[src/rtl/univ_shift_counter.sv]
// rtl/univ_shift_counter.sv - universal shift register / up-down counter with serial out and ripple-carry flag
module univ_shift_counter #(
    parameter int WIDTH = 4
) (
    input  logic             CLK,
    input  logic             RST_L,
    input  logic             ENB,
    input  logic             DIR,
    input  logic [1:0]       MODO,
    input  logic             S_IN,
    input  logic [WIDTH-1:0] D,
    output logic [WIDTH-1:0] Q,
    output logic             S_OUT,
    output logic             RCO
);

    typedef enum logic [1:0] {
        MODE_SHIFT  = 2'b00,
        MODE_ROTATE = 2'b01,
        MODE_LOAD   = 2'b10,
        MODE_COUNT  = 2'b11
    } mode_e;

    localparam logic [WIDTH-1:0] ALL_ONES = {WIDTH{1'b1}};
    localparam logic [WIDTH-1:0] ALL_ZERO = {WIDTH{1'b0}};
    localparam logic [WIDTH-1:0] ONE      = {{(WIDTH-1){1'b0}}, 1'b1};

    logic [WIDTH-1:0] q_q, q_d;
    logic             s_out_q, s_out_d;
    logic             rco_q, rco_d;
    mode_e            mode;

    assign mode = mode_e'(MODO);

    // Next-state select: hold by default; RCO is a one-edge pulse so it defaults low.
    always_comb begin
        q_d     = q_q;
        s_out_d = s_out_q;
        rco_d   = 1'b0;
        if (ENB) begin
            unique case (mode)
                MODE_SHIFT: begin
                    if (DIR) begin
                        q_d     = {S_IN, q_q[WIDTH-1:1]};
                        s_out_d = q_q[0];
                    end else begin
                        q_d     = {q_q[WIDTH-2:0], S_IN};
                        s_out_d = q_q[WIDTH-1];
                    end
                end
                MODE_ROTATE: begin
                    if (DIR) begin
                        q_d     = {q_q[0], q_q[WIDTH-1:1]};
                        s_out_d = q_q[0];
                    end else begin
                        q_d     = {q_q[WIDTH-2:0], q_q[WIDTH-1]};
                        s_out_d = q_q[WIDTH-1];
                    end
                end
                MODE_LOAD: begin
                    q_d     = D;
                    s_out_d = 1'b0;
                end
                MODE_COUNT: begin
                    s_out_d = 1'b0;
                    if (DIR) begin
                        q_d   = q_q - ONE;
                        rco_d = (q_q == ALL_ZERO);
                    end else begin
                        q_d   = q_q + ONE;
                        rco_d = (q_q == ALL_ONES);
                    end
                end
                default: begin
                    q_d     = q_q;
                    s_out_d = s_out_q;
                end
            endcase
        end
    end

    // State register; reset clears everything immediately, independent of the clock.
    always_ff @(posedge CLK or negedge RST_L) begin
        if (!RST_L) begin
            q_q     <= ALL_ZERO;
            s_out_q <= 1'b0;
            rco_q   <= 1'b0;
        end else begin
            q_q     <= q_d;
            s_out_q <= s_out_d;
            rco_q   <= rco_d;
        end
    end

    assign Q     = q_q;
    assign S_OUT = s_out_q;
    assign RCO   = rco_q;

endmodule

[config.mk]
export PLATFORM = sky130hd
export DESIGN_NAME = univ_shift_counter
export DESIGN_NICKNAME = d
export VERILOG_FILES = /design/src/rtl/univ_shift_counter.sv
export SDC_FILE = /design/constraint.sdc
export NUM_CORES = 1
export LEC_CHECK = 0
export ABC_AREA = 1
export BUFFER_PORTS_ARGS = -buffer_cell sky130_fd_sc_hd__buf_2
export CAP_MARGIN = 10
export CORE_AREA = 5 5 42 44
export CTS_CLUSTER_DIAMETER = 60
export DETAILED_ROUTE_END_ITERATION = 16
export DIE_AREA = 0 0 47 49
export GPL_TIMING_DRIVEN = 0
export PLACE_DENSITY_LB_ADDON = 0.15
export SLEW_MARGIN = 25
export SYNTH_ARGS = -nofsm -noshare
export SYNTH_HDL_FRONTEND = slang
export SYNTH_SLANG_ARGS = --single-unit
export TNS_END_PERCENT = 5
[constraint.sdc]
create_clock -name CLK -period 1.5 [get_ports CLK]
set_input_delay 0.3 -clock CLK [delete_from_list [all_inputs] [get_ports CLK]]
set_output_delay 0.3 -clock CLK [all_outputs]
set_load 0.02 [all_outputs]
==> key figures <==
Timing
  • Worst-margin pin slew: 0.256 ns
  • Period utilisation layout: 0.958
  • Tmin final: 1.44 ns
  • Final WS setup: 0.0630 ns
  • Endpoints failing setup: 0
  • Slew HR: 0.830
  • Clock Skew: 0.00247 ns
  • Final Max Slew Viols: 0
  • WHS: 0.306 ns
  • Final hold violation count: 0
  • Max Fclk: 696 MHz

Setup path
  • Crit-path max FO: 6
  • Worst EP required: 1.63 ns
  • Delay-heaviest family, CP: adder cells
  • Worst Setup SP: Q[0]$_DFFE_PN0P_
  • Cell repeated most along the worst path: nand2_1
  • Buf/Inv on CP: 0
  • Worst r2r path cells: 5
  • Worst path max stage delay: 0.50 ns
  • Cell Chain, Critical Path: fa_1 -> nand2_1 -> nand2_1 -> o21ai_1 -> o21ai_0
  • Crit start category: flop
  • Kind of critical path: flop to flop
  • Flop2flop setup slack: 0.06 ns
  • Slowest-stage cell, CP: fa_1
  • Critical Path End Type: flop
  • Crit path arrival time: 1.56 ns
  • R2R Path End: Q[1]$_DFFE_PN0P_
  • Worst r2r src: Q[0]$_DFFE_PN0P_

Die
  • Die ar.: 2300 um2
  • Die Ht: 49 um
  • Core ar.: 1400 um2
  • Initial core utilization: 0.404
  • Row count: 14
  • Die Span X: 47 um
  • I/O pin total: 17

Power and ir drop
  • Overall power: 0.634 mW
  • PD cells: 897 nW/um2
  • Max VDD drop: 0.653 mV
  • Leak pwr: 0.382 nW

Logic synthesis
  • Syn avg cell area: 6.65 um2
  • Mapped cell area: 566 um2
  • Post-synth cell types: 25
  • Yosys warnings: 0
  • Post-Syn Instances: 85
  • Register bit total from synthesis: 6
  • Sequential fraction of the synthesis area: 0.265
  • Post-synth net total: 99

Final layout
  • Area Overhead vs Synth: 25.0%
  • Final Util: 0.504
  • Final instance area: 707 um2
  • Share of post-route cells with drive strength above 1: 0.317
  • Commonest non-fill, non-tap cell in the layout: nand2_1
  • Layout net count: 120
  • Most frequent cells in the layout: nand2_1, buf_2, inv_1, nor2_1, nand3_1
  • Antenna cells: 0
  • Fillers: 164

Placed design
  • DP Area: 661 um2
  • Routability-driven placement congestion ratio: 0.769
  • Pre-CTS setup slack: 0.0328 ns
  • Buffers on Ports: 15
  • DP Wirelength: 1.08 mm

CTS
  • Worst-Skew Late Latency: 0.25 ns
  • CTS clk-pin slew, worst paths: 0.05 ns
  • CTS HTree Levels: 1
  • CTS buffer count: 3
  • Post-CTS Setup Repair Bufs: 0
  • Root Buffer: clkbuf_4
  • CTS tree: done
  • Num Clock Sinks: 6
  • Longest Clk Path Bufs: 2

Min path
  • Worst hold path depth: 3
  • Type of the worst min-delay path: input port to flop
  • Worst Hold End: Q[3]$_DFFE_PN0P_
  • HP Start: ENB

Run status
  • Status: finished clean

Routing
  • Routed wire length per instance: 11.3 um
  • Initial drt markers: 14
  • Routed wire length: 1.35 mm
  • DRC: 0
  • Vias per cell: 5.12
  • DR vias: 614
  • Initial DRT Pass Iterations: 4
  • Post-route ant nets: 0

Flow run
  • Max-cap viol count: 0

Global route
  • Total grt overflow: 0
  • First-pass GRT wire length: 2.19 mm
  • Antenna violations before repair: 0
  • Vias in the first global route: 523
  • Total Routing Usage GR: 0.131
  • Largest net degree at the start of global routing: 11
-- metal layers --
layer	GRT usage	wire [um]
met5	0	0
met3	0.0554	71
met1	0.168	588
met4	0.0415	0
met2	0.195	695
-- stage by stage --
| stage | setup TNS [ns] | std cells |
|---|---|---|
| 2_1_floorplan | 0 | 85 |
| 3_3_place_gp | 0 | 116 |
| 3_5_place_dp | 0 | 116 |
| 4_1_cts | 0 | 120 |
| 5_1_grt | -0.00502 | 120 |
| 6_report | 0 | 120 |
-- worst reg2reg max path, cell delays in order, from the launching register on --
cell and delay, ns:
dfrtp_1 0.46, fa_1 0.50, nand2_1 0.08, nand2_1 0.05, o21ai_1 0.14, o21ai_0 0.09
-- Yosys cell counts --
master / count / area share
nor2_1: 7 / 0.046
o21a_1: 1 / 0.013
buf_2: 1 / 0.0088
nand2_2: 1 / 0.011
nand2_1: 25 / 0.17
nand2_4: 2 / 0.040
inv_8: 1 / 0.020
a21oi_1: 3 / 0.027
or2_2: 1 / 0.011
nand3_1: 7 / 0.062
o22ai_1: 1 / 0.011
o21ai_0: 4 / 0.035
o21ai_1: 4 / 0.035
o221ai_1: 1 / 0.015
buf_4: 1 / 0.013
a21oi_2: 1 / 0.015
dfrtp_1: 6 / 0.27
inv_1: 7 / 0.046
inv_2: 4 / 0.027
nor3_1: 1 / 0.0088
fa_1: 1 / 0.035
ha_1: 2 / 0.044
nand4_1: 1 / 0.011
or2_1: 1 / 0.011
buf_6: 1 / 0.020
-- worst max path at each step --
stage / depth (start not counted) / slack [ns] / endpoint
after floorplan: 8 / 0.08 / Q[3]$_DFFE_PN0P_
after global placement: 8 / 0.03 / Q[3]$_DFFE_PN0P_
after detailed placement: 8 / 0.03 / Q[3]$_DFFE_PN0P_
after CTS: 8 / 0.02 / Q[3]$_DFFE_PN0P_
after global routing: 5 / -0.005 / Q[1]$_DFFE_PN0P_
final: 5 / 0.06 / Q[1]$_DFFE_PN0P_
-- kinds of logic (layout without fill, tap and decap cells) --
logic type,after synthesis,after routing,synth area share
buffers and inverters,15,34,0.135
AO/OA/AOI/OAI,15,15,0.153
adder cells (fa/ha/maj),3,3,0.0796
AND/OR/NAND/NOR,46,46,0.367
flip-flops,6,6,0.265
-- state kept, by name (all words and copies together), names as in the netlist --
signal,count
RCO,1
S_OUT,1
Q,4
-- cell type report --
| type | instances | area [um2] | share of cell area |
|---|---|---|---|
| Sequential cell | 6 | 151 | 0.214 |
| Buffer | 3 | 23.8 | 0.0336 |
| Inverter | 12 | 52.6 | 0.0743 |
| Multi-Input combinational cell | 64 | 352 | 0.497 |
| Tap cell | 16 | 20.0 | 0.0283 |
| Clock buffer | 3 | 22.5 | 0.0319 |
| Timing Repair Buffer | 16 | 85.1 | 0.120 |
-- what timing repair did --
item,CTS,global route
hold buffers,1,0
hold endpoints to repair,6,0
resized for setup,0,2
endpoints found under the setup margin,0,1
-- report_power, final --
group          total [mW]  switching, mW  internal (mW)
registers           0.222         0.0379          0.185
clock network       0.151         0.0602         0.0906
logic               0.261          0.155          0.105
total               0.634          0.253          0.380
Power figures use the tool's default switching activity.
